[src/rtl/bus_sched_pkg.sv]
// bus_sched_pkg: shared state encoding and default timing constants for cpu_bus_scheduler
package bus_sched_pkg;
  typedef enum logic [1:0] {IDLE = 2'd0, STALL = 2'd1, DMA = 2'd2} state_t;
  localparam int CYCLE_LEN_DEF = 8;
  localparam int RDY_LEAD_DEF = 3;
  localparam int PHASE_W = $clog2(CYCLE_LEN_DEF);
endpackage

[src/rtl/cycle_phase_counter.sv]
// cycle_phase_counter: phase within the current CPU cycle, with boundary and cycle-start flags
module cycle_phase_counter import bus_sched_pkg::*; #(
  parameter int LEN = CYCLE_LEN_DEF,
  parameter int W = PHASE_W
) (
  input  logic         clk,
  input  logic         reset,
  input  logic         i_half,
  output logic [W-1:0] o_phase,
  output logic         o_boundary,
  output logic         o_cycle_start
);
  logic [W-1:0] r_phase;
  logic         r_start;
  assign o_phase = r_phase;
  assign o_cycle_start = r_start;
  assign o_boundary = r_phase == (i_half ? W'(LEN / 2 - 1) : W'(LEN - 1));
  always_ff @(posedge clk) begin
    if (reset) begin
      r_phase <= '0;
      r_start <= 1'b1;
    end else begin
      r_phase <= o_boundary ? '0 : r_phase + 1'b1;
      r_start <= o_boundary;
    end
  end
endmodule

[src/rtl/cpu_bus_scheduler.sv]
// cpu_bus_scheduler: CPU cycle sequencer and TED DMA arbiter; RDY leads AEC removal by RDY_LEAD cycles.
// Define BUS_SCHED_FAST_EN to add the fast port for half-length idle cycles.
module cpu_bus_scheduler import bus_sched_pkg::*; #(
  parameter int CYCLE_LEN = CYCLE_LEN_DEF,
  parameter int RDY_LEAD = RDY_LEAD_DEF
) (
  input  logic clk,
  input  logic reset,
  input  logic dma_req,
`ifdef BUS_SCHED_FAST_EN
  input  logic fast,
`endif
  output logic cpu_enable,
  output logic gate_out,
  output logic aec,
  output logic rdy,
  output logic dma_grant,
  output logic cycle_start
);
  localparam int PW = $clog2(CYCLE_LEN);
  state_t          r_state, w_state_n;
  logic [2:0]      r_lead;
  logic [PW-1:0]   w_phase, w_ph_n;
  logic            w_bnd, w_half, w_half_n, w_gate_n, w_last_n;
  cycle_phase_counter #(.LEN(CYCLE_LEN), .W(PW)) u_phase (
    .clk(clk), .reset(reset), .i_half(w_half),
    .o_phase(w_phase), .o_boundary(w_bnd), .o_cycle_start(cycle_start)
  );
`ifdef BUS_SCHED_FAST_EN
  logic r_half;
  assign w_half = r_half;
  assign w_half_n = w_bnd ? (r_state == IDLE && !dma_req && fast) : r_half;
  always_ff @(posedge clk) r_half <= reset ? 1'b0 : w_half_n;
`else
  assign w_half = 1'b0;
  assign w_half_n = 1'b0;
`endif
  always_comb begin
    w_state_n = !w_bnd ? r_state :
                r_state == IDLE ? (dma_req ? STALL : IDLE) :
                !dma_req ? IDLE :
                (r_state == STALL && r_lead != 3'd0) ? STALL : DMA;
    w_ph_n = w_bnd ? '0 : w_phase + 1'b1;
    w_gate_n = w_ph_n < (w_half_n ? PW'(CYCLE_LEN / 4) : PW'(CYCLE_LEN / 2));
    w_last_n = w_ph_n == (w_half_n ? PW'(CYCLE_LEN / 2 - 1) : PW'(CYCLE_LEN - 1));
  end
  // outputs are loaded from next-tick values so they stay aligned with the phase they describe
  always_ff @(posedge clk) begin
    if (reset) begin
      r_state    <= IDLE;
      r_lead     <= 3'd0;
      cpu_enable <= 1'b0;
      gate_out   <= 1'b1;
      aec        <= 1'b1;
      rdy        <= 1'b1;
      dma_grant  <= 1'b0;
    end else begin
      r_state    <= w_state_n;
      r_lead     <= (w_bnd && r_state == IDLE) ? 3'(RDY_LEAD - 1) :
                    (w_bnd && r_state == STALL && r_lead != 3'd0) ? r_lead - 3'd1 : r_lead;
      cpu_enable <= w_last_n && w_state_n != DMA;
      gate_out   <= w_gate_n;
      aec        <= w_state_n != DMA;
      rdy        <= w_state_n == IDLE;
      dma_grant  <= w_state_n == DMA;
    end
  end
endmodule

[config.mk]
export PLATFORM = sky130hd
export DESIGN_NAME = cpu_bus_scheduler
export DESIGN_NICKNAME = d
export VERILOG_FILES = /design/src/rtl/bus_sched_pkg.sv /design/src/rtl/cycle_phase_counter.sv /design/src/rtl/cpu_bus_scheduler.sv
export SDC_FILE = /design/constraint.sdc
export NUM_CORES = 1
export LEC_CHECK = 0
export ABC_CLOCK_PERIOD_IN_PS = 2000
export BUFFER_PORTS_ARGS = -buffer_cell sky130_fd_sc_hd__clkbuf_2
export CAP_MARGIN = 10
export CORE_AREA = 2 2 39 41
export DETAILED_ROUTE_END_ITERATION = 8
export DIE_AREA = 0 0 41 43
export GPL_TIMING_DRIVEN = 0
export MAX_ROUTING_LAYER = met4
export PLACE_DENSITY = 0.6
export SLEW_MARGIN = 20
export SYNTH_ARGS = -nofsm -noshare
export SYNTH_HDL_FRONTEND = slang
export SYNTH_SLANG_ARGS = --single-unit
[constraint.sdc]
create_clock -name clk -period 2 [get_ports clk]
set_input_delay 0 -clock clk [delete_from_list [all_inputs] [get_ports clk]]
set_output_delay 0 -clock clk [all_outputs]
set_load 0.01 [all_outputs]
* Word level (Yosys, flattened, before mapping)
Cells that the tools add are included.
W data, S select, Z words.
** Cells by class
- Add/sub/neg operators :: 2
- Multiply operators :: 0
- Div/mod/pow operators :: 0
- Order comparisons :: 1
- Eq/ne operators :: 5
- Shift-type cells :: 0
- Multiplexer cells :: 8
- Bitwise logic cells :: 0
- Reductions and logical operators :: 10
** Operators with widths (number)
- $mux W2 :: 6
- $eq A3 B3 Y1 const B :: 2
- $logic_and A1 B1 Y1 :: 5
- $logic_not A2 Y1 :: 2
- $add A3 B1 Y3 const B :: 1
- $lt A3 B3 Y1 const B :: 1
- $mux W3 :: 1
- $reduce_bool A3 Y1 :: 1
- $sub A3 B1 Y3 const B :: 1
- $eq A2 B1 Y1 const B :: 1
- $eq A2 B2 Y1 const B :: 1
- $ne A2 B2 Y1 const B :: 1
- $reduce_bool A2 Y1 :: 1
- $reduce_or A2 Y1 :: 1
- $mux W1 :: 1
** Storage, ports and cells
- Flip-flop bits (word level) :: 14
- Latch bits :: 0
- Memory bits (writable) :: 0
- Memory bits (read-only) :: 0
- Input port bits :: 3
- Output and inout bits :: 6
- Logic and storage cells :: 36
- Memories kept :: 0

* Depth between registers and ports, before layout
- Depth after elaboration :: 8
- Mapped depth :: 6
- Gate-level depth less buffers :: 5

* By module
Synthesis repeated with hierarchy kept, for this count alone.
** Second synthesis, totals
- Cell total of the unflattened synthesis :: 61
- Area, all modules :: 635.6 um2
** By module, submodules not included
- cpu_bus_scheduler :: times used 1, cells an instance 47, area each 478.0 um2, seq. area each 200.2 um2
- cycle_phase_counter :: times used 1, cells an instance 14, area each 157.7 um2, seq. area each 80.1 um2

* Worst setup path before layout
Ideal clock, no wire load.
- Path kind :: reg-to-reg
- Start :: reg u_phase.r_phase[0] (netlist: u_phase.o_phase[0])
- End :: reg aec
- Setup time :: 117 ps
- Data arrival time :: 1292 ps
- Data required time :: 1883 ps
- Setup slack :: 591 ps
- Stages on the path, launching flop included :: 6
- Path buffers :: 1
- Period minus slack after synthesis :: 1409 ps
- Cells stage by stage :: dfxtp_1 ha_1 ha_1 or2_1 buf_6 o22a_1
** Between the ends
- Cells in the longest elaborated chain, start to end :: 3
** RTL lines
- from (decl) :: line cycle_phase_counter.sv:13 : logic [W-1:0] r_phase;
- from (signal assigned) :: line cycle_phase_counter.sv:23 : r_phase <= o_boundary ? '0 : r_phase + 1'b1;
- $eq A3 B3 Y1 :: line cycle_phase_counter.sv:17 : assign o_boundary = r_phase == (i_half ? W'(LEN / 2 - 1) : W'(LEN - 1));
- named net u_phase.o_boundary :: line cycle_phase_counter.sv:10 : output logic o_boundary,
- $mux W2 :: line cpu_bus_scheduler.sv:39 : w_state_n = !w_bnd ? r_state :
- $ne A2 B2 Y1 :: line cpu_bus_scheduler.sv:63 : aec <= w_state_n != DMA;
- to (signal assigned) :: line cpu_bus_scheduler.sv:54 : aec <= 1'b1;
- to (signal assigned) :: line cpu_bus_scheduler.sv:63
- to (decl) :: line cpu_bus_scheduler.sv:15 : output logic aec,
The timed path passes the listed nets, and every way through them passes these cells.
A chain may end at the register's enable or synchronous reset.

* Final worst setup path
- Start :: reg u_phase.r_phase[0] (netlist: u_phase.o_phase[0])
- End :: reg r_lead[1]
** Between the ends
- Cells in the longest elaborated chain, start to end :: 4
- Elaborated cells between the ends (all ways) :: 6
- Classes of those cells :: 1 x eq/ne; 1 x mux; 4 x reduce/logical
** RTL lines
- $eq A3 B3 Y1 * :: line cycle_phase_counter.sv:17
- named net u_phase.o_boundary :: line cycle_phase_counter.sv:10
- $logic_and A1 B1 Y1 (2 in series) :: line cpu_bus_scheduler.sv:60 : (w_bnd && r_state == STALL && r_lead != 3'd0) ? r_lead - 3'd1 : r_lead;
- $reduce_bool A2 Y1 (no source line)
- to (signal assigned) :: line cpu_bus_scheduler.sv:59 : r_lead <= (w_bnd && r_state == IDLE) ? 3'(RDY_LEAD - 1) :
- to (decl) :: line cpu_bus_scheduler.sv:22 : logic [2:0] r_lead;
The timed path passes the listed nets; every way through them passes the cells marked *.

==> results.md <==
- Kind of critical path: flop to flop
- Mapped Cells: 54
- First DRT Iteration DRCs: 1
- Most frequent cells in the layout: dfxtp_1 (14), clkbuf_2 (8), inv_1 (5), nand2b_1 (5)
- Worst Hold End: rdy
- Syn_area_per_cell: 10.5 µm²
- Syn_nets: 61
- CP max stage cell: dfxtp_1
- Post-synth EDFFs: 0
- Skew final: 0.00435 ns
- WL final: 844 µm
- Clk sink count: 14
- Sequential-to-total area share from yosys stat: 49.3%
- Total gr overflow: 0
- Met3 usage: 6.28%
- Die Width: 41 µm
- CP peak stage delay: 0.34 ns
- Root buf cell: clkbuf_4
- M1 GR Usage: 12.5%
- Syn-to-layout area delta: 18.7%
- Peak Freq: 0.669 GHz
- Ys async rst share: 0%
- Worst reg-to-reg path cell count: 5
- Final min period: 1.49 ns
- # IOs: 9
- Gp weighted congestion: 0.650
- Measured slew at the worst slew-check pin: 0.222 ns
- Leakage: 0.000297 µW
- Drt first pass iters: 2
- RSZ-0062 raised after global routing: false
- Commonest non-fill, non-tap cell in the layout: dfxtp_1
- Gr busiest metal: met2
- Number of buffers created by CTS: 3
- Power Total: 520 µW
- Vias in the first global route: 354
- Synth unique cells: 24
- H-tree depth: 1
- Routed Antenna Nets: 0
- WP data required: 2.20 ns
- Vias/cell: 4.88
- Worst-skew pair later-pin latency: 0.27 ns
- I/O Buffers: 8
- Main area contributors after synthesis: dfxtp_1 (49%), ha_1 (8.8%), nand2b_1 (5.5%)
- Final HPWL DP: 650 µm
- Row cnt: 14
- Status: complete, no violations
- Nets: 75
- Slew Viols, Final: 0
- Reg clk slew, reported paths: 0.09 ns
- Cell Chain, Critical Path: ha_1, ha_1, nor2b_2, and3_1, a211oi_2
- Critical Path AT: 1.69 ns
- Worst vdd ir: 339 µV
- # diodes: 0
- First-pass GRT wire length: 1.44 mm
- Setup violations, final: 0
- Hold path start: dma_req
- FF-to-FF setup slack: 0.51 ns
- Seq cells post-synth: 14
- Crit share post-route: 74.7%
- Met2 global-route usage: 20.0%
- YS warnings: 0
- Synth area leader: dfxtp_1
- Reg-to-Reg End: r_lead[1]
- Routed length per placed instance: 10.2 µm
- Synthesized cell area: 568 µm²
- Largest net degree at the start of global routing: 9
- Crit-path most repeated cell: ha_1
- TritonCTS clock tree: built
- Setup_tns: 0 ns
- Hold Fails Final Rpt: 0
- Clock Path Buffers: 2
- Worst setup EP type: flop
- Core Util, Final: 48.7%
- Initial Util: 41.0%
- Slew headroom: 85.2%
- Share of Yosys cell area claimed by the top area cell type: 49.3%
- Synth Flop Type: dfxtp_1
- Hold-critical path depth: 4
- Dpl cell area: 628 µm²
- Drc violations: 0
- Design area: 674 µm²
- Layout cells sized above 1: 25.4%
- Core area: 1380 µm²
- Total GRT Usage: 13.1%
- Hold slack: 0.0115 ns
- Die height: 43 µm
- Die area: 1760 µm²
- Vias: 405
- Initial antenna violation count: 0
- Worst R2R Start: u_phase.o_phase[0]
- MaxCap Viol Count: 0
- Startpoint Class: flop
- Worst-path maximum fanout: 7
- PD cells: 770 nW/µm²
- Hold WC Path Type: input port to flop
## worst max-delay path: cells and delay by family, from the launching register on
family / cells / cell delay, ns
AOI/OAI and AO/OA: 1 / 0.20
adders and majority gates: 2 / 0.46
and+or+nand+nor: 2 / 0.42
DFF: 1 / 0.34
## through the flow
step                setup WS, ns  std cells
finish                     0.505         83
detailed placement         0.515         78
global route               0.396         83
floorplan                  0.591         54
global placement           0.515         78
CTS                        0.493         83
## cell type report
class / count / area (µm²)
Tap cell: 16 / 20.0
Inverter: 5 / 18.8
Clock buffer: 4 / 36.3
Multi-Input combinational cell: 34 / 258
Sequential cell: 14 / 280
Buffer: 1 / 11.3
Timing Repair Buffer: 9 / 50.0
Fill cell: 141 / 709
## synth_stat cells (2+ instances only)
cell type	number
ha_1	4
nand3b_1	2
a21oi_1	4
inv_1	5
nand2b_1	5
nor2_1	3
dfxtp_1	14
## layer usage
metal	up-vias	wire length, µm
met5	-	0
met4	0	0
met3	0	31
met2	9	442
met1	182	370
li1	214	-
## timing repair
item                      4_1_cts  5_1_grt
resized for setup               0        0
hold endpoints to repair        2        0
setup buffers                   0        0
hold buffers                    1        0
## power breakdown
part	total (µW)	internal [µW]	switching (µW)	leakage (µW)
registers	291	287	3.66	0.000114
logic	30.5	15.2	15.3	0.000162
clock network	198	110	87.8	0.0000210
total	520	413	107	0.000297
## kinds of logic (layout without fill, tap and decap cells)
family	count (synthesis)	in the layout	share of synthesized area, %
AO/OA/AOI/OAI	12	12	15.4
adder cells (fa/ha/maj)	4	4	8.81
buffers and inverters	6	19	5.29
flip-flops	14	14	49.3
AND/OR/NAND/NOR	18	18	21.1
## flip-flops by register name (all words and copies together) (netlist names)
signal / flops
aec: 1
cpu_enable: 1
dma_grant: 1
gate_out: 1
r_lead: 3
r_state: 2
rdy: 1
u_phase.o_cycle_start: 1
u_phase.o_phase: 3
## worst max-delay path by stage
stage,start,cells after the start,end,slack [ns]
2_1_floorplan,u_phase.o_phase[0],5,aec,0.59
3_3_place_gp,u_phase.o_phase[0],5,r_lead[0],0.52
3_5_place_dp,u_phase.o_phase[0],5,r_lead[1],0.52
4_1_cts,u_phase.o_phase[0],5,r_lead[1],0.49
5_1_grt,u_phase.o_phase[0],5,r_lead[1],0.40
6_report,u_phase.o_phase[0],5,r_lead[1],0.51
No activity file was read; power rests on OpenSTA's default activity.
